File: config.mk
export PLATFORM = sky130hd
export DESIGN_NAME = lsu_ctrl
export DESIGN_NICKNAME = d
export VERILOG_FILES = /design/src/rtl/lsu_ctrl.sv
export SDC_FILE = /design/constraint.sdc
export NUM_CORES = 1
export LEC_CHECK = 0
export BUFFER_PORTS_ARGS = -buffer_cell sky130_fd_sc_hd__buf_4
export CAP_MARGIN = 20
export CORE_MARGIN = 1
export CORE_UTILIZATION = 40
export CTS_BUF_LIST = sky130_fd_sc_hd__clkbuf_4 sky130_fd_sc_hd__clkbuf_8
export CTS_CLUSTER_DIAMETER = 200
export DETAILED_ROUTE_END_ITERATION = 7
export MAX_ROUTING_LAYER = met4
export PLACE_DENSITY = 0.71
export SYNTH_ARGS = -nofsm -noshare
export SYNTH_HDL_FRONTEND = slang
export SYNTH_SLANG_ARGS = --single-unit
export TNS_END_PERCENT = 1
File: constraint.sdc
create_clock -name clk -period 1.8 [get_ports clk]
set_input_delay 0 -clock clk [delete_from_list [all_inputs] [get_ports clk]]
set_output_delay 0 -clock clk [all_outputs]
set_load 0.005 [all_outputs]
File: src/rtl/lsu_ctrl.sv
`default_nettype none
// +------------------------------------------------------------------------+
// | lsu_ctrl : load/store sequencer between execute and the data-memory bus |
// | Rev 1.0                                                                 |
// +------------------------------------------------------------------------+
module lsu_ctrl #(
  parameter int unsigned TIMEOUT = 255
) (
  input  logic        clk,
  input  logic        rst_n,
  input  logic        mem_req,
  input  logic        we,
  input  logic [31:0] wdith,
  input  logic [31:0] addr,
  input  logic [31:0] wdata,
  output logic        stall,
  output logic        done,
  output logic        err,
  output logic [31:0] rdata,
  output logic        bus_req_valid,
  input  logic        bus_req_ready,
  output logic [31:0] bus_req_addr,
  output logic        bus_req_wen,
  output logic [31:0] bus_req_wdata,
  output logic [3:0]  bus_req_wstrb,
  input  logic        bus_rsp_valid,
  input  logic [31:0] bus_rsp_rdata,
  output logic        bus_rsp_ready
);

  typedef enum logic [1:0] {
    S_IDLE = 2'd0,
    S_REQ  = 2'd1,
    S_RSP  = 2'd2,
    S_DONE = 2'd3
  } state_t;

  localparam logic [15:0] c_to_last = 16'(TIMEOUT - 1);

  state_t      state_q, state_d;
  logic [15:0] cnt_q, cnt_d;
  logic        done_q, done_d;
  logic        err_q, err_d;
  logic [31:0] rdata_q, rdata_d;
  logic        req_valid_q, req_valid_d;
  logic        req_wen_q, req_wen_d;
  logic [31:0] req_addr_q, req_addr_d;
  logic [31:0] req_wdata_q, req_wdata_d;
  logic [3:0]  req_wstrb_q, req_wstrb_d;
  logic [1:0]  off_q, off_d;

  logic        w_w1, w_w2, w_w4;
  logic        w_legal;
  logic        w_timeout;
  logic [3:0]  w_strb_base;

  assign w_w1 = (wdith == 32'd1);
  assign w_w2 = (wdith == 32'd2);
  assign w_w4 = (wdith == 32'd4);

  // Anything outside {1,2,4}, or not naturally aligned, never reaches the bus.
  assign w_legal = w_w1 | (w_w2 & ~addr[0]) | (w_w4 & (addr[1:0] == 2'b00));

  assign w_strb_base = w_w1 ? 4'b0001 : (w_w2 ? 4'b0011 : 4'b1111);
  assign w_timeout   = (cnt_q == c_to_last);

  always_comb begin
    state_d     = state_q;
    cnt_d       = cnt_q;
    done_d      = 1'b0;
    err_d       = 1'b0;
    rdata_d     = rdata_q;
    req_valid_d = req_valid_q;
    req_wen_d   = req_wen_q;
    req_addr_d  = req_addr_q;
    req_wdata_d = req_wdata_q;
    req_wstrb_d = req_wstrb_q;
    off_d       = off_q;

    case (state_q)
      S_IDLE: begin
        cnt_d = 16'd0;
        if (mem_req) begin
          if (!w_legal) begin
            state_d = S_DONE;
            done_d  = 1'b1;
            err_d   = 1'b1;
          end else begin
            state_d     = S_REQ;
            req_valid_d = 1'b1;
            req_wen_d   = we;
            req_addr_d  = {addr[31:2], 2'b00};
            req_wdata_d = wdata << {addr[1:0], 3'b000};
            req_wstrb_d = we ? (w_strb_base << addr[1:0]) : 4'b0000;
            off_d       = addr[1:0];
          end
        end
      end

      S_REQ: begin
        if (bus_req_ready) begin
          state_d     = S_RSP;
          req_valid_d = 1'b0;
          cnt_d       = 16'd0;
        end else if (w_timeout) begin
          state_d     = S_DONE;
          req_valid_d = 1'b0;
          done_d      = 1'b1;
          err_d       = 1'b1;
          cnt_d       = 16'd0;
        end else begin
          cnt_d = cnt_q + 16'd1;
        end
      end

      S_RSP: begin
        // A response on the last allowed cycle still completes cleanly.
        if (bus_rsp_valid) begin
          state_d = S_DONE;
          done_d  = 1'b1;
          rdata_d = bus_rsp_rdata >> {off_q, 3'b000};
          cnt_d   = 16'd0;
        end else if (w_timeout) begin
          state_d = S_DONE;
          done_d  = 1'b1;
          err_d   = 1'b1;
          cnt_d   = 16'd0;
        end else begin
          cnt_d = cnt_q + 16'd1;
        end
      end

      S_DONE: begin
        state_d = S_IDLE;
      end

      default: begin
        state_d     = S_IDLE;
        req_valid_d = 1'b0;
        cnt_d       = 16'd0;
      end
    endcase
  end

  always_ff @(posedge clk or negedge rst_n) begin
    if (!rst_n) begin
      state_q     <= S_IDLE;
      cnt_q       <= 16'd0;
      done_q      <= 1'b0;
      err_q       <= 1'b0;
      rdata_q     <= 32'd0;
      req_valid_q <= 1'b0;
      req_wen_q   <= 1'b0;
      req_addr_q  <= 32'd0;
      req_wdata_q <= 32'd0;
      req_wstrb_q <= 4'd0;
      off_q       <= 2'd0;
    end else begin
      state_q     <= state_d;
      cnt_q       <= cnt_d;
      done_q      <= done_d;
      err_q       <= err_d;
      rdata_q     <= rdata_d;
      req_valid_q <= req_valid_d;
      req_wen_q   <= req_wen_d;
      req_addr_q  <= req_addr_d;
      req_wdata_q <= req_wdata_d;
      req_wstrb_q <= req_wstrb_d;
      off_q       <= off_d;
    end
  end

  assign stall         = mem_req & ~done_q;
  assign done          = done_q;
  assign err           = err_q;
  assign rdata         = rdata_q;
  assign bus_req_valid = req_valid_q;
  assign bus_req_addr  = req_addr_q;
  assign bus_req_wen   = req_wen_q;
  assign bus_req_wdata = req_wdata_q;
  assign bus_req_wstrb = req_wstrb_q;
  assign bus_rsp_ready = (state_q == S_RSP);

endmodule
`default_nettype wire

==> results.ini, run 1 <==
[run_status]
result_of_the_run=complete, but fails checks
failing_checks=setup timing

[routing]
routed_wl_mm=19.22
post_drt_via_cell_ratio=5.223
drt_iter0_markers=363
vias=5913
wl_per_cell_um=16.98
drc_violations_left=0
drt-pass1-iter-count=5
route.antenna.remaining_nets=0

[synthesis]
async_flop_share=1.000
ys_seq_area_frac=0.5071
avgSynthCellArea_um2=10.40
synthesis.instances=579
yosysUniqueCellTypes=45
synth-edff-count=0
yosys_most_used_dff=sky130_fd_sc_hd__dfrtp_1
yosysTopAreaCell=sky130_fd_sc_hd__dfrtp_1
yosysWarnings=0
combined_area_of_all_synthesized_cells_mm2=0.006021
synth_top_area_frac=0.5071
ys_seq_elements=122
synth.top_cells.by_area=sky130_fd_sc_hd__dfrtp_1, sky130_fd_sc_hd__mux2_2, sky130_fd_sc_hd__mux2i_1

[critical_path]
worst_ep_arrival_time_ns=2.24
end_kind=register
critical_path_buf_inv_count=1
crit_path_start_kind=register
timing.critical_path.fanout_max=18
critPathMaxStageDelay_ns=0.55
top_delay_family_on_crit_path=simple AND/OR/NAND/NOR gates
critical_path_required_ns=2.16
path_cells=or4_4, nor4_4, buf_12, o21ai_1, a22o_1, o221ai_2
crit_type=reg2reg
cp_slowest_cell=sky130_fd_sc_hd__or4_4

[clock_network]
cts_sinks=122
cts_tree=yes
cts-root-buf=sky130_fd_sc_hd__clkbuf_8
cts_max_level=4
cts_buffers=17
cts.reportedPaths.clkPinSlew_ns=0.08
ctsLongestPathBuffers=2
clock_latency_ns=0.45

[sta]
finalHoldViolCount=0
final.min_clock_period_ns=1.888
setup_ws_ns=-0.08835
max_slew.worst_pin.slew_ns=0.4973
timing.max_slew.rel_slack=0.6599
rsz0062_at_grt=true
clock_skew_ns=0.01135
portion_of_the_clock_cycle_consumed_by_the_worst_path_in_the_final_layout=1.049
finalSetupViolCount=18
max_freq_ghz=0.5296
max_slew_violation_total_from_the_final_report=0

[die]
floorplan.io_pins=240
die_h_um=124.7
placeable_core_region_mm2=0.01459
start_util=0.4127
die_w_um=124.7
num_rows=44
fp.dieArea_mm2=0.01555

[place]
post_dp_cell_area_mm2=0.008359
detailedPlacementHpwl_mm=13.62
routabilityCongestion=0.8904
port_buffers=237
placement.setup.worst_slack_ns=-0.2004

[final_layout]
synthToLayoutAreaGrowth_pct=60.87
proportion_of_layout_cells_with_a_drive_suffix_above_1=0.4156
finish.instance_area_mm2=0.009686
layout.nets=1077
num_antenna_cells=0

[hold_path]
min-delay-path-class=in2reg

[job]
cap_violations=0

[grt]
remaining_global_route_overflow=0
number_of_global_route_vias_before_repair=6077
global_route_wire_length_before_repair_mm=31.17
grt_start_max_net_pins=49
grt_use_total=0.2590
antenna_found_initial=0

[pwr]
p_per_area_mw_per_mm2=930.0
irDropWorstVdd_mv=0.6808
power.leakage_nw=4.717

[worst register-to-register path, stage by stage (launching register included)]
cell and delay [ns]:
sky130_fd_sc_hd__dfrtp_1 0.39, sky130_fd_sc_hd__or4_4 0.55, sky130_fd_sc_hd__nor4_4 0.32, sky130_fd_sc_hd__buf_12 0.20, sky130_fd_sc_hd__o21ai_1 0.07, sky130_fd_sc_hd__a22o_1 0.22
sky130_fd_sc_hd__o221ai_2 0.06
[cells by family (layout without fill, tap and decap cells)]
logic type,after synthesis,count (layout),synth area share
AOI/OAI and AO/OA,154,154,0.1550
and+or+nand+nor,165,165,0.1367
other,1,2,0.0006228
muxes,85,85,0.1517
DFF,122,122,0.5071
buffers and inverters,44,412,0.03221
adders and majority gates,8,8,0.01663
[placed cells by master (no fill, tap or decap), drive strengths merged, types with 3 or more instances in the layout]
cell type,instances
o21ai,58
nand2b,4
o31ai,14
mux2,50
inv,12
clkinv,6
a211oi,19
dfrtp,122
clkbuf,17
nand4,5
nand2,69
nor2b,23
a311oi,3
nor2,28
nor4,9
mux2i,35
ha,8
a22o,11
dlygate4sd3,79
buf,294
bufinv,4
nand3,8
nor3,8
a21oi,41
[final timing paths]
path | from | end | slack (ns) | cells past startpoint
max | cnt_q[12] | state_q[1] | -0.09 | 6
min | bus_rsp_rdata[12] | rdata[12] | 0.02 | 5
max reg2reg | cnt_q[12] | state_q[1] | -0.09 | 6
min reg2reg | cnt_q[15] | cnt_q[15] | 0.48 | 1
max in group asynchronous | rst_n | bus_req_addr[4] | 1.09 | 3
min in group asynchronous | rst_n | bus_req_addr[27] | 0.12 | 3
[state kept, by name, summed over array words and instances (netlist names)]
register       count
bus_req_wen        1
off_q              2
err                1
rdata             32
bus_req_valid      1
bus_req_wstrb      4
bus_req_wdata     32
bus_req_addr      30
state_q            2
cnt_q             16
done               1
[layout make-up]
type	instances	area [um^2]
tap	184	230.2
multi-input combinational	414	2853
timing repair buffer	373	3075
clock inverter	15	214.0
fill	1105	4903
sequential	122	3053
inverter	7	26.28
clock buffer	17	234.0
[metal layers]
metal / up-vias / global-route usage / share of wire
met1: 2845 / 0.3048 / 0.41
li1: 2811 / - / -
met3: 32 / 0.05412 / 0.060
met5: - / - / 0
met4: 0 / 0.08859 / 0.019
met2: 225 / 0.4387 / 0.51
[what timing repair did]
action                                 4_1_cts  5_1_grt
setup buffers                                1        1
endpoints found under the hold margin      213        0
hold buffers                                79        0
resized for setup                           18       14
setup endpoints to repair                   40       91
pin swaps                                    5        4
[stage by stage]
stage	total power, mW	TNS, ns	cells	hold WS, ns	util
floorplan	4.462	-2.149	580	-0.2956	-
detailed placement	6.018	-3.527	1019	-0.1742	0.5730
global route	9.483	-3.577	1132	0.02233	0.6639
CTS	9.023	-0.7709	1131	0.0009413	0.6608
finish	9.008	-0.7423	1132	0.01779	0.6639
global placement	5.909	-0.5843	1019	-0.1773	0.5730
[where the power goes]
group          leakage [nW]  switching [mW]  internal (mW)
Combinational          2.84            1.29           1.55
Sequential             1.65           0.252           3.14
Clock                 0.229            1.24           1.54
Total                  4.72            2.78           6.23
[synthesized netlist by cell type (3+ instances only)]
library cell,count
sky130_fd_sc_hd__nor3_1,7
sky130_fd_sc_hd__nor2_1,27
sky130_fd_sc_hd__o21ai_1,10
sky130_fd_sc_hd__buf_1,8
sky130_fd_sc_hd__dfrtp_1,122
sky130_fd_sc_hd__buf_2,11
sky130_fd_sc_hd__a21oi_1,41
sky130_fd_sc_hd__inv_1,7
sky130_fd_sc_hd__o21ai_0,48
sky130_fd_sc_hd__nor4_1,8
sky130_fd_sc_hd__nand4_1,5
sky130_fd_sc_hd__ha_1,8
sky130_fd_sc_hd__o31ai_1,14
sky130_fd_sc_hd__nand2b_1,4
sky130_fd_sc_hd__a311oi_1,3
sky130_fd_sc_hd__nor2b_1,23
sky130_fd_sc_hd__mux2_2,49
sky130_fd_sc_hd__clkbuf_1,15
sky130_fd_sc_hd__nand3_1,8
sky130_fd_sc_hd__nand2_1,69
sky130_fd_sc_hd__mux2i_1,35
sky130_fd_sc_hd__a211oi_1,19
sky130_fd_sc_hd__a22o_1,11
Power figures use the tool's default switching activity.
==> run 2, diff against run 1 <==
PLACE_DENSITY = 0.82   (was 0.71)
==> results.ini, run 2 (synthesis gave the netlist of run 1 again) <==
[sta]
rsz0062_at_grt=true
max_slew.worst_pin.slew_ns=0.5829  ; +0.08566 ns
timing.max_slew.rel_slack=0.6114  ; -0.04853
timing.setup.tns_ns=-1.372  ; -0.6294 ns
finalHoldViolCount=0  ; unchanged
clock_skew_ns=0.01477  ; +0.003421 ns
portion_of_the_clock_cycle_consumed_by_the_worst_path_in_the_final_layout=1.078  ; +0.02853
finalSetupViolCount=19  ; +1
max_slew_violation_total_from_the_final_report=0  ; unchanged
final.min_clock_period_ns=1.940  ; +0.05135 ns
setup_ws_ns=-0.1397  ; -0.05135 ns
max_freq_ghz=0.5155  ; -2.6%

[routing]
vias=6084  ; +2.9%
drt_iter0_markers=479  ; +32%
wl_per_cell_um=17.36  ; +2.2%
post_drt_via_cell_ratio=5.332  ; +2.1%
drc_violations_left=0  ; unchanged
route.antenna.remaining_nets=0  ; unchanged
routed_wl_mm=19.81  ; +3.1%
drt-pass1-iter-count=5  ; unchanged

[final_layout]
layout_commonest_cell=sky130_fd_sc_hd__buf_4
finalCoreUtilization=0.6723  ; +0.008404
num_antenna_cells=0  ; unchanged
proportion_of_layout_cells_with_a_drive_suffix_above_1=0.4180  ; +0.002361
finish.instance_area_mm2=0.009808  ; +1.3%
layout.nets=1086  ; +0.84%
layout.cells.most_common_list=sky130_fd_sc_hd__buf_4, sky130_fd_sc_hd__dfrtp_1, sky130_fd_sc_hd__dlygate4sd3_1
synthToLayoutAreaGrowth_pct=62.91

[critical_path]
critical_path_required_ns=2.13  ; -0.03 ns
crit_type=reg2reg
worst_ep_arrival_time_ns=2.27  ; +0.03 ns
timing.critical_path.fanout_max=10  ; -8
crit_path_start_kind=register
end_kind=register

[run_status]
result_of_the_run=complete, but fails checks
failing_checks=setup timing

[die]
die_h_um=124.7  ; unchanged
start_util=0.4127  ; unchanged
floorplan.io_pins=240  ; unchanged
placeable_core_region_mm2=0.01459  ; unchanged
num_rows=44  ; unchanged
fp.dieArea_mm2=0.01555  ; unchanged
die_w_um=124.7  ; unchanged

[place]
post_dp_cell_area_mm2=0.008404  ; +0.54%
detailedPlacementHpwl_mm=13.18  ; -3.2%
placement.setup.worst_slack_ns=-0.1151  ; +0.08524 ns
routabilityCongestion=0.8727  ; -2.0%
port_buffers=237  ; unchanged

[clock_network]
cts_max_level=4  ; unchanged
cts-root-buf=sky130_fd_sc_hd__clkbuf_8
cts_tree=yes
cts_buffers=17  ; unchanged
cts_sinks=122  ; unchanged
clock_latency_ns=0.45  ; about the same
ctsLongestPathBuffers=2  ; unchanged
cts.reportedPaths.clkPinSlew_ns=0.08  ; about the same

[grt]
grt_use_total=0.2674  ; +0.008447
global_route_wire_length_before_repair_mm=31.84  ; +2.2%
remaining_global_route_overflow=0  ; unchanged
number_of_global_route_vias_before_repair=6273  ; +3.2%
antenna_found_initial=0  ; unchanged
grt_start_max_net_pins=47  ; -4.1%

[pwr]
power_mw=8.845  ; -1.8%
power.leakage_nw=4.767  ; +1.1%
irDropWorstVdd_mv=0.5628  ; -17%
p_per_area_mw_per_mm2=901.8  ; -3.0%

[hold_path]
min-delay-path-class=in2reg

[job]
cap_violations=0  ; unchanged

## run 2: changes by cell type in the layout (fill, tap and decap cells not counted), sizes merged
| cell | previous run | this run |
|---|---|---|
| clkinv | 6 | 5 |
| dlygate4sd3 | 79 | 86 |
| clkinvlp | 0 | 1 |
| bufinv | 4 | 3 |
| buf | 294 | 295 |
| dlymetal6s4s | 0 | 1 |
| inv | 12 | 13 |
## run 2: layout make-up
| class | count | area, um^2 |
|---|---|---|
| inverters | 7 | 26.28 |
| fillers | 1052 | 4781 |
| repair buffers | 382 | 3207 |
| clock buffers | 17 | 234.0 |
| clock inverters | 15 | 186.4 |
| flip-flops and latches | 122 | 3053 |
| well taps | 184 | 230.2 |
| multi-input cells | 414 | 2872 |
## run 2: worst max-delay path: stages, from the launching register on
cell	delay [ns]
sky130_fd_sc_hd__dfrtp_1	0.39
sky130_fd_sc_hd__or4_4	0.55
sky130_fd_sc_hd__nor4_4	0.33
sky130_fd_sc_hd__buf_6	0.19
sky130_fd_sc_hd__buf_6	0.11
sky130_fd_sc_hd__o21ai_2	0.04
sky130_fd_sc_hd__a22o_1	0.20
## run 2: where the power goes
group	leakage, nW	internal [mW]	switching, mW
Sequential	1.65	3.14	0.245
Combinational	2.91	1.56	1.31
Clock	0.212	1.39	1.21
Total	4.77	6.09	2.76
## run 2: worst paths after layout
| kind | start | endpoint | slack, ns | depth (start not counted) |
|---|---|---|---|---|
| max | cnt_q[11] | bus_req_valid | -0.14 | 6 |
| min | addr[0] | bus_req_wdata[1] | 0.03 | 5 |
| max reg2reg | cnt_q[11] | bus_req_valid | -0.14 | 6 |
| min reg2reg | cnt_q[7] | cnt_q[7] | 0.48 | 1 |
| max in group asynchronous | rst_n | bus_req_wdata[11] | 1.07 | 3 |
| min in group asynchronous | rst_n | rdata[5] | 0.08 | 2 |
## run 2: timing repair
| item | in CTS | in global routing |
|---|---|---|
| gates resized for setup | 17 | 24 |
| endpoints found under the hold margin | 169 | 0 |
| setup buffers | 1 | 1 |
| gates cloned | 0 | 0 |
| hold buffers | 87 | 0 |
| pin swaps | 6 | 6 |
| endpoints found under the setup margin | 16 | 74 |
## run 2: stage by stage
| step | std cells | hold slack [ns] |
|---|---|---|
| after floorplan | 580 | -0.2956 |
| after global placement | 1020 | 0.04116 |
| after detailed placement | 1020 | 0.03796 |
| after CTS | 1140 | 0.003238 |
| after global routing | 1141 | 0.04984 |
| final | 1141 | 0.03361 |
## run 2: per-layer routing
| metal | track usage | up-vias | wire length [um] |
|---|---|---|---|
| met1 | 0.3133 | 2909 | 7905 |
| li1 | - | 2833 | - |
| met3 | 0.05369 | 64 | 1181 |
| met2 | 0.4342 | 278 | 9941 |
| met4 | 0.1396 | 0 | 779 |
| met5 | - | - | 0 |
==> run 3, diff against run 2 <==
CORE_ASPECT_RATIO = 1.5   (was unset)
==> results.ini, run 3 (synthesis gave the netlist of run 1 again) <==
[die]
num_rows=54  ; +23%
placeable_core_region_mm2=0.01459  ; about the same
start_util=0.4126  ; about the same
fp.dieArea_mm2=0.01556  ; about the same
die_w_um=102.2  ; -18%
die_h_um=152.3  ; +22%
floorplan.io_pins=240  ; unchanged

[grt]
met1_usage=0.2799  ; -0.03343
globalRoute.busiestLayer=met2
number_of_global_route_vias_before_repair=6220  ; -0.84%
global_route_wire_length_before_repair_mm=30.64  ; -3.8%
gr-usage-met3=0.04817  ; -0.005529
remaining_global_route_overflow=0  ; unchanged
antenna_found_initial=0  ; unchanged
grt_use_total=0.2626  ; -0.004870
gr-usage-met2=0.4509  ; +0.01675
grt_start_max_net_pins=59  ; +26%

[final_layout]
synthToLayoutAreaGrowth_pct=60.85
fin_cells=1149  ; +0.70%
layout.nets=1082  ; -0.37%
finish.instance_area_mm2=0.009684  ; -1.3%
layout_commonest_cell=sky130_fd_sc_hd__buf_4
filler_cell_count=1100  ; +4.6%
num_antenna_cells=0  ; unchanged
layout.cells.most_common_list=sky130_fd_sc_hd__buf_4, sky130_fd_sc_hd__dfrtp_1, sky130_fd_sc_hd__dlygate4sd3_1
proportion_of_layout_cells_with_a_drive_suffix_above_1=0.4208  ; +0.002804

[clock_network]
clock_latency_ns=0.44  ; about the same
cts-root-buf=sky130_fd_sc_hd__clkbuf_8
cts_max_level=4  ; unchanged
cts_sinks=122  ; unchanged
cts.reportedPaths.clkPinSlew_ns=0.07  ; about the same
cts_buffers=17  ; unchanged
ctsLongestPathBuffers=2  ; unchanged
cts_tree=yes

[pwr]
p_per_area_mw_per_mm2=881.7  ; -2.2%
power_mw=8.538  ; -3.5%
power.leakage_nw=4.730  ; -0.78%
irDropWorstVdd_mv=0.5563  ; -1.2%

[sta]
setup_ws_ns=-0.1539  ; -0.01419 ns
final.min_clock_period_ns=1.954  ; +0.01419 ns
finalSetupViolCount=22  ; +3
timing.setup.tns_ns=-1.705  ; -0.3333 ns
portion_of_the_clock_cycle_consumed_by_the_worst_path_in_the_final_layout=1.085  ; +0.007881
max_slew_violation_total_from_the_final_report=0  ; unchanged
rsz0062_at_grt=true
clock_skew_ns=0.009397  ; -0.005370 ns
max_freq_ghz=0.5118  ; -0.73%
finalHoldViolCount=0  ; unchanged

[critical_path]
end_kind=register
path_cells=or4_4, nor4_4, buf_6, buf_6, buf_4, o21ai_1, a21oi_1
number_of_cells_traversed_by_the_worst_register_to_register_path=7  ; +1
worst_ep_arrival_time_ns=2.30  ; +0.03 ns
timing.critical_path.fanout_max=5  ; -5
critical_path_required_ns=2.14  ; about the same
crit_type=reg2reg
cp_common_cell=sky130_fd_sc_hd__buf_6
critPathMaxStageDelay_ns=0.56  ; about the same
top_delay_family_on_crit_path=simple AND/OR/NAND/NOR gates
crit_path_start_kind=register
count_of_cell_instances_traversed_by_the_critical_path=7  ; +1
cp_slowest_cell=sky130_fd_sc_hd__or4_4
critical_path_buf_inv_count=3  ; +1

[place]
placement.setup.worst_slack_ns=-0.1560  ; -0.04088 ns
place_inst=1030  ; +0.98%
post_dp_cell_area_mm2=0.008367  ; -0.45%
detailedPlacementHpwl_mm=13.12  ; -0.42%
port_buffers=237  ; unchanged
routabilityCongestion=0.9137  ; +4.7%

[routing]
drc_violations_left=0  ; unchanged
route.antenna.remaining_nets=0  ; unchanged
post_drt_via_cell_ratio=5.182  ; -2.8%
wl_per_cell_um=17.02  ; -2.0%
vias=5954  ; -2.1%
drt-pass1-iter-count=5  ; unchanged
drt_iter0_markers=315  ; -34%
routed_wl_mm=19.55  ; -1.3%

[run_status]
failing_checks=setup timing
result_of_the_run=complete, but fails checks

[hold_path]
min-delay-path-class=in2reg
hold_depth=5  ; unchanged

[job]
cap_violations=0  ; unchanged

==> run 3: changes by cell type in the layout (fill, tap and decap cells not counted), moves of 2 or more <==
cell,change
sky130_fd_sc_hd__buf_12,-3
sky130_fd_sc_hd__buf_4,+4
sky130_fd_sc_hd__buf_6,+2
sky130_fd_sc_hd__bufinv_16,-2
sky130_fd_sc_hd__clkinvlp_4,+2
sky130_fd_sc_hd__dlygate4sd3_1,-7
sky130_fd_sc_hd__inv_1,+2
sky130_fd_sc_hd__inv_2,-2
sky130_fd_sc_hd__inv_6,-4
sky130_fd_sc_hd__nand3_1,+2
sky130_fd_sc_hd__nand3_2,-2
sky130_fd_sc_hd__nor3_2,+2
==> run 3: area by class of cell <==
| cell class | instances | area (um^2) | share of cell area |
|---|---|---|---|
| flip-flops and latches | 122 | 3053 | 0.3152 |
| clock inverters | 13 | 120.1 | 0.01240 |
| well taps | 196 | 245.2 | 0.02532 |
| clock buffers | 19 | 255.2 | 0.02636 |
| inverters | 7 | 26.28 | 0.002713 |
| repair buffers | 378 | 3129 | 0.3231 |
| multi-input cells | 414 | 2855 | 0.2948 |
==> run 3: what timing repair did <==
action | 4_1_cts | 5_1_grt
gates cloned | 1 | 0
endpoints found under the hold margin | 217 | 0
hold buffers | 80 | 0
setup endpoints to repair | 57 | 85
buffers inserted | 2 | 4
pin swaps | 15 | 7
gates resized for setup | 21 | 17
==> run 3: per-stage QoR <==
step	util	hold slack (ns)
after floorplan	-	-0.2956
final	0.6636	0.01704
after detailed placement	0.5733	-0.1353
after global placement	0.5733	-0.1374
after global routing	0.6636	0.02336
after CTS	0.6578	0.003516
==> run 3: worst paths after layout <==
path | start | to | slack (ns)
setup / recovery | cnt_q[10] | err | -0.15
hold / removal | wdata[19] | bus_req_wdata[19] | 0.02
setup reg to reg | cnt_q[10] | err | -0.15
hold reg to reg | bus_req_wdata[17] | bus_req_wdata[17] | 0.48
max in group asynchronous | rst_n | bus_req_wstrb[1] | 0.79
min in group asynchronous | rst_n | bus_req_addr[4] | 0.14
==> run 3: routing by layer <==
metal,vias up,wire [um]
met3,69,872
met4,0,881
met1,2833,7365
met2,231,10430
met5,-,0
li1,2821,-
==> run 3: power by group <==
part | switching [mW] | internal (mW) | leakage (nW)
registers | 0.239 | 3.14 | 1.65
logic | 1.32 | 1.54 | 2.90
clock network | 1.16 | 1.15 | 0.186
total | 2.71 | 5.82 | 4.73
==> run 3: worst register-to-register path, delay by kind of cell, from the launching register on <==
kind                   cells  cell delay (ns)
AOI/OAI and AO/OA          2             0.22
DFF                        1             0.38
buffers and inverters      3             0.40
and+or+nand+nor            2             0.87
